$ cat config.mk
export PLATFORM = sky130hd
export DESIGN_NAME = inst_prefetch_buf
export DESIGN_NICKNAME = d
export VERILOG_FILES = /design/src/rtl/etcpu_pkg.sv /design/src/rtl/fifo_sync.sv /design/src/rtl/inst_prefetch_buf.sv
export SDC_FILE = /design/constraint.sdc
export NUM_CORES = 1
export LEC_CHECK = 0
export CAP_MARGIN = 0
export CORE_MARGIN = 2
export CORE_UTILIZATION = 34
export CTS_BUF_LIST = sky130_fd_sc_hd__clkbuf_4 sky130_fd_sc_hd__clkbuf_8 sky130_fd_sc_hd__clkbuf_16
export CTS_CLUSTER_SIZE = 40
export DETAILED_ROUTE_END_ITERATION = 8
export SLEW_MARGIN = 30
export SYNTH_ARGS = -nofsm -noshare
export SYNTH_HDL_FRONTEND = slang
export SYNTH_SLANG_ARGS = --single-unit
$ cat constraint.sdc
create_clock -name clk -period 6.4 [get_ports clk]
set_clock_uncertainty 0.05 [all_clocks]
set_input_delay 1.28 -clock clk [delete_from_list [all_inputs] [get_ports clk]]
set_output_delay 1.28 -clock clk [all_outputs]
set_load 0.02 [all_outputs]
$ cat src/rtl/etcpu_pkg.sv
// etcpu_pkg
//   Shared types and constants for the etcpu instruction-fetch front end.
//   fetch_entry_t is one buffered instruction together with the PC it was
//   fetched from. align_pc/next_pc hold the PC arithmetic so every user
//   wraps and aligns the same way.
package etcpu_pkg;

  localparam int INST_W  = 32;
  localparam int PC_STEP = 4;

  typedef struct packed {
    logic [31:0]       pc;
    logic [INST_W-1:0] inst;
  } fetch_entry_t;

  // Redirect targets may be misaligned; fetches are always word aligned.
  function automatic logic [31:0] align_pc(input logic [31:0] pc);
    return pc & 32'hFFFF_FFFC;
  endfunction

  // Sequential fetch address. 32-bit modulo, so 0xFFFF_FFFC wraps to 0.
  function automatic logic [31:0] next_pc(input logic [31:0] pc);
    return pc + 32'(PC_STEP);
  endfunction

endpackage

$ cat src/rtl/fifo_sync.sv
// fifo_sync
//   Single-clock FIFO with synchronous flush. The head entry is read
//   straight from the storage array, so a pushed entry is visible the
//   cycle after the push. Push and pop in the same cycle are accepted at
//   any occupancy, including full.
//
// Ports:
//   clk, rst_n      clock, asynchronous active-low reset
//   i_push, i_data  write request and data
//   i_pop           remove the head entry (ignored when empty)
//   i_flush         discard all entries; wins over push and pop
//   o_data          head entry
//   o_full, o_empty occupancy flags
//   o_occ           number of stored entries
module fifo_sync #(
  parameter int WIDTH = 64,
  parameter int DEPTH = 4
) (
  input  logic                       clk,
  input  logic                       rst_n,
  input  logic                       i_push,
  input  logic [WIDTH-1:0]           i_data,
  input  logic                       i_pop,
  input  logic                       i_flush,
  output logic [WIDTH-1:0]           o_data,
  output logic                       o_full,
  output logic                       o_empty,
  output logic [$clog2(DEPTH+1)-1:0] o_occ
);

  localparam int AW = $clog2(DEPTH);
  localparam int CW = $clog2(DEPTH + 1);

  logic [WIDTH-1:0] r_mem [DEPTH];
  logic [AW-1:0]    r_rd_ptr;
  logic [AW-1:0]    r_wr_ptr;
  logic [CW-1:0]    r_occ;
  logic             w_do_push;
  logic             w_do_pop;

  assign o_empty = (r_occ == '0);
  assign o_full  = (r_occ == CW'(DEPTH));
  assign o_occ   = r_occ;
  assign o_data  = r_mem[r_rd_ptr];

  // A push into a full FIFO is only legal when the head leaves in the
  // same cycle, which frees the slot being written.
  assign w_do_pop  = i_pop && !o_empty;
  assign w_do_push = i_push && (!o_full || w_do_pop);

  // Pointers and occupancy. DEPTH is a power of two, so the pointers wrap
  // on their own.
  always_ff @(posedge clk or negedge rst_n) begin
    if (!rst_n) begin
      r_rd_ptr <= '0;
      r_wr_ptr <= '0;
      r_occ    <= '0;
    end else if (i_flush) begin
      r_rd_ptr <= '0;
      r_wr_ptr <= '0;
      r_occ    <= '0;
    end else begin
      if (w_do_push) begin
        r_wr_ptr <= r_wr_ptr + AW'(1);
      end
      if (w_do_pop) begin
        r_rd_ptr <= r_rd_ptr + AW'(1);
      end
      r_occ <= r_occ + CW'(w_do_push) - CW'(w_do_pop);
    end
  end

  // Storage is cleared on reset so the head reads as zero until the
  // first entry arrives.
  always_ff @(posedge clk or negedge rst_n) begin
    if (!rst_n) begin
      for (int i = 0; i < DEPTH; i++) begin
        r_mem[i] <= '0;
      end
    end else if (w_do_push && !i_flush) begin
      r_mem[r_wr_ptr] <= i_data;
    end
  end

endmodule

$ cat src/rtl/inst_prefetch_buf.sv
// inst_prefetch_buf
//   Instruction prefetcher in front of the etcpu fetch stage. It issues
//   sequential word fetches over a req/gnt/rvalid port, buffers returned
//   instructions with their PCs, and hands them to fetch over valid/ready.
//   A redirect flushes the buffer, marks in-flight fetches for discard and
//   restarts fetching at the new PC.
//
// Ports:
//   clk, rst_n                    clock, asynchronous active-low reset
//   redir_vld, redir_pc           branch redirect pulse and target
//   mem_req, mem_addr             fetch request and word address
//   mem_gnt                       request accepted this cycle
//   mem_rvalid, mem_rdata         in-order read response
//   out_vld, out_pc, out_inst     instruction presented to fetch
//   out_rdy                       fetch consumes the head entry
module inst_prefetch_buf
  import etcpu_pkg::*;
#(
  parameter int          DEPTH     = 4,
  parameter int          MAX_OUTST = 2,
  parameter logic [31:0] RESET_PC  = 32'h0000_0000
) (
  input  logic              clk,
  input  logic              rst_n,
  input  logic              redir_vld,
  input  logic [31:0]       redir_pc,
  output logic              mem_req,
  output logic [31:0]       mem_addr,
  input  logic              mem_gnt,
  input  logic              mem_rvalid,
  input  logic [INST_W-1:0] mem_rdata,
  output logic              out_vld,
  output logic [31:0]       out_pc,
  output logic [INST_W-1:0] out_inst,
  input  logic              out_rdy
);

  localparam int CW = $clog2(DEPTH + 1);
  localparam int SW = CW + 1;
  localparam int EW = $bits(fetch_entry_t);

  logic          r_started;
  logic [31:0]   r_fpc;
  logic [31:0]   r_rpc;
  logic [CW-1:0] r_outst;
  logic [CW-1:0] r_drop;

  logic [CW-1:0] w_occ;
  logic          w_full;
  logic          w_empty;
  logic [SW-1:0] w_credit_used;
  logic          w_issue;
  logic          w_drop_resp;
  logic          w_push;
  logic          w_pop;
  logic [31:0]   w_redir_target;
  fetch_entry_t  w_push_entry;
  fetch_entry_t  w_head;
  logic [EW-1:0] w_fifo_wdata;
  logic [EW-1:0] w_fifo_rdata;

  // A slot is reserved for every outstanding request, so a response can
  // always be pushed. r_started keeps mem_req low while reset is asserted
  // and drops it asynchronously when reset hits mid-stream.
  always_comb begin
    w_credit_used = SW'(w_occ) + SW'(r_outst);
    mem_req       = r_started && !redir_vld &&
                    (w_credit_used < SW'(DEPTH)) &&
                    (r_outst < CW'(MAX_OUTST));
  end

  assign mem_addr = r_fpc;
  assign w_issue  = mem_req && mem_gnt;

  // A response is dropped when it belongs to a fetch issued before a
  // redirect, including one that lands in the redirect cycle itself.
  assign w_drop_resp = mem_rvalid && (redir_vld || (r_drop != '0));
  assign w_push      = mem_rvalid && !w_drop_resp;

  assign w_redir_target = align_pc(redir_pc);

  assign w_push_entry.pc   = r_rpc;
  assign w_push_entry.inst = mem_rdata;
  assign w_fifo_wdata      = w_push_entry;
  assign w_head            = w_fifo_rdata;

  assign out_vld  = !w_empty;
  assign out_pc   = w_head.pc;
  assign out_inst = w_head.inst;
  assign w_pop    = out_vld && out_rdy;

  fifo_sync #(
    .WIDTH (EW),
    .DEPTH (DEPTH)
  ) u_fifo (
    .clk     (clk),
    .rst_n   (rst_n),
    .i_push  (w_push),
    .i_data  (w_fifo_wdata),
    .i_pop   (w_pop),
    .i_flush (redir_vld),
    .o_data  (w_fifo_rdata),
    .o_full  (w_full),
    .o_empty (w_empty),
    .o_occ   (w_occ)
  );

  // Issue enable: set one cycle after reset release.
  always_ff @(posedge clk or negedge rst_n) begin
    if (!rst_n) begin
      r_started <= 1'b0;
    end else begin
      r_started <= 1'b1;
    end
  end

  // Fetch PC advances on every accepted request; a redirect restarts it.
  always_ff @(posedge clk or negedge rst_n) begin
    if (!rst_n) begin
      r_fpc <= RESET_PC;
    end else if (redir_vld) begin
      r_fpc <= w_redir_target;
    end else if (w_issue) begin
      r_fpc <= next_pc(r_fpc);
    end
  end

  // Response PC: the PC of the next response that will be kept. Responses
  // return in order, so it only advances on a push.
  always_ff @(posedge clk or negedge rst_n) begin
    if (!rst_n) begin
      r_rpc <= RESET_PC;
    end else if (redir_vld) begin
      r_rpc <= w_redir_target;
    end else if (w_push) begin
      r_rpc <= next_pc(r_rpc);
    end
  end

  // Outstanding count tracks requests granted but not yet answered. It
  // keeps counting through a redirect because those responses still come.
  always_ff @(posedge clk or negedge rst_n) begin
    if (!rst_n) begin
      r_outst <= '0;
    end else begin
      r_outst <= r_outst + CW'(w_issue) - CW'(mem_rvalid);
    end
  end

  // Drop count: how many of the in-flight responses are stale. On a
  // redirect every request still in flight after this cycle is stale;
  // no request is issued in a redirect cycle.
  always_ff @(posedge clk or negedge rst_n) begin
    if (!rst_n) begin
      r_drop <= '0;
    end else if (redir_vld) begin
      r_drop <= r_outst - CW'(mem_rvalid);
    end else if (mem_rvalid && (r_drop != '0)) begin
      r_drop <= r_drop - CW'(1);
    end
  end

  a_no_push_full : assert property (@(posedge clk) disable iff (!rst_n)
    !(w_push && w_full && !w_pop));
  a_no_rvalid_idle : assert property (@(posedge clk) disable iff (!rst_n)
    !(mem_rvalid && (r_outst == '0)));
  a_drop_le_outst : assert property (@(posedge clk) disable iff (!rst_n)
    r_drop <= r_outst);
  a_addr_aligned : assert property (@(posedge clk) disable iff (!rst_n)
    mem_addr[1:0] == 2'b00);
  a_credit : assert property (@(posedge clk) disable iff (!rst_n)
    w_credit_used <= SW'(DEPTH));

endmodule
# --- Word level (Yosys, flattened, before mapping) ---
# Index checks and enable logic that the tools add are counted.
op_classes:
  reduce_logical: 25
  n_eq_ne: 1
  addsub: 11
  n_mux: 17
  n_bitwise: 2
  magnitude_cmp: 5
op_table:
  columns: ["op", "n"]
  rows:
  - ["$bwmux W256", 1]
  - ["$mux W64", 3]
  - ["$bmux W64 S2", 1]
  - ["$demux W64 S2", 1]
  - ["$mux W32", 4]
  - ["$add A32 B3 Y32 const B", 2]
  - ["$logic_and A1 B1 Y1", 12]
  - ["$reduce_bool A2 Y1", 5]
  - ["$mux W3", 3]
  - ["$sub A3 B1 Y3", 3]
  - ["$mux W2", 4]
  - ["$add A3 B1 Y3", 2]
  - ["$ge A3 B3 Y1 const B", 2]
  - ["$not A2 Y3", 2]
  - ["$add A2 B1 Y2 const B", 2]
  - ["$add A3 B3 Y4", 1]
  - ["$logic_not A1 Y1", 4]
  - ["$lt A4 B3 Y1 const B", 1]
  - ["$eq A3 B3 Y1 const B", 1]
  - ["$logic_not A3 Y1", 1]
  - ["$lt A3 B1 Y1 const B", 1]
  - ["$lt A3 B2 Y1 const B", 1]
  - ["$reduce_bool A3 Y1", 1]
  - ["$sub A3 B1 Y3 const B", 1]
  - ["$logic_or A1 B1 Y1", 2]
totals:
  ff_bits: 334
  input_bits: 70
  out_inout_bits: 98

# --- Logic depth before layout (Yosys ltp) ---
depth:
  depth_word: 9
  mapped_depth: 13
  depth_no_buf: 10

# --- Cells and area by module ---
# From an unflattened synthesis, not the netlist that was laid out.
hier_totals:
  hier_cells: 1050
  hier_area_um2: 16044.1
modules_own_cells:
  columns: ["module", "instances", "cells_per_inst", "area_each_um2"]
  rows:
  - ["fifo_sync", 1, 662, 12055.3]
  - ["inst_prefetch_buf", 1, 388, 3988.8]

# --- Least setup slack after synthesis ---
# Ideal clock, no wire load.
synth_timing:
  path_kind: "in2reg"
  start: "in redir_vld"
  end: "reg r_outst[2]"
  required_time_ps: 6227
  setup_ps: 123
  n_path_buf: 3
  t_arrival_ps: 2961
  path_slack_ps: 3267
  stages: 11
  cell_sequence: "nor2b_1 and4_1 buf_4 inv_2 buf_6 buf_2 ha_1 inv_1 ha_1 fa_1 xnor2_1"
synth_between:
  elab_chain_len: 7
synth_rtl:
  columns: ["element", "line", "rtl"]
  rows:
  - ["start: declaration", "inst_prefetch_buf.sv:25", "input logic redir_vld,"]
  - ["$logic_not A1 Y1", "inst_prefetch_buf.sv:67", "mem_req = r_started && !redir_vld &&"]
  - ["$logic_and A1 B1 Y1 (2 in series)", "inst_prefetch_buf.sv:67", null]
  - ["$logic_and A1 B1 Y1", "inst_prefetch_buf.sv:68", "(w_credit_used < SW'(DEPTH)) &&"]
  - ["$logic_and A1 B1 Y1", "inst_prefetch_buf.sv:73", "assign w_issue = mem_req && mem_gnt;"]
  - ["$add A3 B1 Y3", "inst_prefetch_buf.sv:146", "r_outst <= r_outst + CW'(w_issue) - CW'(mem_rvalid);"]
  - ["$sub A3 B1 Y3", "inst_prefetch_buf.sv:146", null]
  - ["end signal: assignment", "inst_prefetch_buf.sv:146", null]
  - ["end: declaration", "inst_prefetch_buf.sv:45", "logic [CW-1:0] r_outst;"]
# No other way between the ends.
# A chain may end at the register's enable or synchronous reset.

# --- Worst setup path in the final report ---
layout_timing:
  start: "reg u_fifo.r_rd_ptr[0]"
  end: "out out_inst[14]"
layout_between:
  elab_chain_len: 4
layout_rtl:
  columns: ["element", "line", "rtl"]
  rows:
  - ["start: declaration", "fifo_sync.sv:35", "logic [AW-1:0] r_rd_ptr;"]
  - ["start signal: assignment", "fifo_sync.sv:67", "r_rd_ptr <= r_rd_ptr + AW'(1);"]
  - ["$not A2 Y3 (implied by the code)", "fifo_sync.sv:44", "assign o_data = r_mem[r_rd_ptr];"]
  - ["$bmux W64 S2", "fifo_sync.sv:44", null]
  - ["$mux W64 (implied by the code) (2 in series)", "fifo_sync.sv:44", null]
  - ["end: declaration", "inst_prefetch_buf.sv:34", "output logic [INST_W-1:0] out_inst,"]
# No other way between the ends. The select of a mux whose other input is x is not followed.

==> flow_summary.toml <==
[synthesis]
mappedNetlistArea_um2 = 15130
async_flop_share_pct = 100.0
synth.distinct_cells = 57
ys.flop_type = "dfrtp_1"
ys_ff_latch = 322
synth.avg_cell_area_um2 = 14.04
syn-instance-count = 1078
synth_edf_count = 0
ys_seq_area_share_pct = 53.25
yosysWarnings = 0

[worst_setup_path]
path_depth = 3
cp_cell_sequence = "buf_4 > mux4_2 > clkdlybuf4s50_1"
crit_required_ns = 5.07
critical_path_arrival_ns = 3.14
cpPeakStageDelay_ns = 0.86
critPathKind = "reg2out"
cp_max_fo = 30
path_delay_family = "buffers and inverters"
crit_path_start_kind = "register"
reg2regPathDepth = 9
worst-path-buf-inv = 2
slowest_stage = "dfrtp_4"
setup.worst_path.end_class = "output pin"

[placement]
place_inst = 1772
place.gp.congestion = 0.7944
dp.final_hpwl_mm = 23.35
io_buffers = 161
dpl-instance-area_um2 = 17160
place_ws_ns = 1.907

[clocking]
cts_resized = 0
cts_tree = "yes"
cts_buffers = 39
insertion_delay_ns = 0.55
cts.htree.levels = 2
hold_buffers = 0
cts_sinks = 322
cts_root_buf = "clkbuf_16"
clockBufferDepth = 3
clkTransAtPathRegs_ns = 0.06
post_cts_buffers = 0

[grt]
grt_max_degree = 164
grt_first_pass_wirelength_mm = 57.30
gr-usage-all-layers_pct = 15.78
grt_pass1_vias = 9728
grt_overflow = 0
antenna_found_initial = 0

[drt]
drt_iter0_drc = 595
first_pass_iters = 5
wire_per_inst_um = 19.51
ant_nets = 0
viasPerCell = 5.078
postRouteWirelength_mm = 36.01
vias = 9374
post-route-drc-count = 0

[finish]
fin_area_um2 = 18540
layout_common_cells = "dfrtp_1, mux2_2, clkdlybuf4s50_1"
n_fill_cell = 4074
seq_area_um2 = 8063
diodes = 0
multi_input_area_um2 = 6461
final_common_cell = "dfrtp_1"
syn_to_final_growth_pct = 22.53
nets = 1312
finalNonFillerCells = 1846
drive_gt1_share_pct = 30.62

[floorplan]
chipHeight_um = 215.0
core_region_area_um2 = 44030
num_rows = 77
die_x_um = 215.0
die_area_um2 = 46210
start_util_pct = 34.37
ios = 168

[power_and_ir_drop]
cellLeakagePower_nw = 8.077
p_per_area_nw_per_um2 = 387.2
vdd_ir_drop_max_uv = 211.2
design_power_total_mw = 7.180

[timing]
tightestPinTransition_ns = 0.8901
finalSetupTns_ns = 0
grt_setup_unrepaired = "false"
drv_slew = 0
setup_ws_ns = 1.932
finalCritPeriodShare_pct = 69.81
fin_crit_ns = 4.468
setup_viol = 0
max_freq_ghz = 0.2238
hold_viol_final = 0
slew_headroom_pct = 40.59

[hold_path]
hold_class = "reg2reg"
hold_depth = 1

[run]
cap_violations = 0

[status]
status = "complete, no violations"
## stage by stage
step           hold WS, ns  utilization (%)
2_1_floorplan       0.4024                -
3_3_place_gp        0.4116            38.69
3_5_place_dp        0.4187            38.96
4_1_cts             0.4352            41.99
5_1_grt             0.4485            42.12
6_report            0.4295            42.12
## worst reg2reg max path: stages, from the launching register on
cell and delay, ns:
dfrtp_1 0.42, ha_1 0.30, nor4b_2 0.27, and4_1 0.71, inv_2 0.43, ha_1 0.42
inv_1 0.04, ha_1 0.19, fa_1 0.37, xnor2_1 0.13
## kinds of logic (layout without fill, tap and decap cells)
kind of cell               count (synthesis)  after routing  share of synthesized area, %
AOI/OAI and AO/OA                         87             87                         3.646
DFF                                      322            322                         53.25
xor gates and xnor gates                  38             38                         2.199
muxes                                    313            313                         27.89
other                                      2              5                       0.04963
adders and majority gates                 19             19                         1.670
buffers and inverters                     98            271                         4.217
and+or+nand+nor                          199            199                         7.086
## per-layer routing
| layer | share of wire [%] | GRT usage [%] | vias up | wire [um] |
|---|---|---|---|---|
| li1 | - | - | 4236 | - |
| met5 | 0 | 0 | - | 0 |
| met4 | 2.1 | 4.943 | 0 | 761 |
| met2 | 47 | 24.90 | 234 | 16760 |
| met1 | 46 | 21.69 | 4862 | 16460 |
| met3 | 5.6 | 3.567 | 42 | 2031 |
## worst paths after layout
path,from,endpoint,slack [ns]
setup / recovery,u_fifo.r_rd_ptr[0]$_DFFE_PN0P_,out_inst[14],1.93
hold / removal,u_fifo.r_mem[107]$_DFFE_PN0P_,u_fifo.r_mem[107]$_DFFE_PN0P_,0.43
setup reg to reg,u_fifo.o_occ[2]$_DFF_PN0_,r_outst[2]$_DFF_PN0_,2.96
hold reg to reg,u_fifo.r_mem[107]$_DFFE_PN0P_,u_fifo.r_mem[107]$_DFFE_PN0P_,0.43
max in group asynchronous,rst_n,u_fifo.r_mem[89]$_DFFE_PN0P_,4.33
min in group asynchronous,rst_n,u_fifo.r_mem[197]$_DFFE_PN0P_,0.58
## state kept, by name, summed over array words and instances, names as in the netlist
register	cells
r_drop	3
u_fifo.o_occ	3
r_rpc	30
u_fifo.r_rd_ptr	2
r_outst	3
u_fifo.r_mem	248
mem_addr	30
u_fifo.r_wr_ptr	2
r_started	1
## layout make-up
class | count | area share [%]
flip-flops and latches | 322 | 43.48
multi-input cells | 661 | 34.84
repair buffers | 178 | 10.07
clock buffers | 59 | 6.437
well taps | 592 | 3.995
clock inverters | 13 | 0.7490
inverters | 21 | 0.4251
## where the power goes
group / switching (mW) / internal (mW)
clock: 0.868 / 1.38
combinational: 0.971 / 1.21
sequential: 0.316 / 2.44
## Yosys cell counts, types with 3 or more instances
cell | instances | area (um2)
o211ai_1 | 11 | 82.58
nand2_1 | 59 | 221.5
nor2_1 | 22 | 82.58
buf_6 | 30 | 337.8
a41oi_1 | 4 | 35.03
o21ai_1 | 3 | 15.01
and3_1 | 7 | 43.79
nand3_1 | 40 | 200.2
xnor2_1 | 26 | 227.7
clkbuf_1 | 22 | 82.58
nand4_1 | 10 | 62.56
xor2_1 | 12 | 105.1
ha_1 | 17 | 212.7
buf_1 | 3 | 11.26
mux2_1 | 40 | 450.4
mux2_2 | 209 | 2354
a31oi_1 | 4 | 25.02
buf_4 | 7 | 52.55
or3_1 | 5 | 31.28
nor3_1 | 11 | 55.05
mux4_2 | 62 | 1396
dfrtp_1 | 322 | 8058
and2_1 | 12 | 75.07
a21oi_1 | 6 | 30.03
nand4_2 | 3 | 37.54
buf_2 | 14 | 70.07
inv_1 | 20 | 75.07
and4_1 | 3 | 26.28
o21ai_0 | 42 | 210.2
o311ai_0 | 10 | 87.58
or4_1 | 3 | 22.52
nor4_1 | 8 | 50.05
Power figures use the tool's default switching activity.
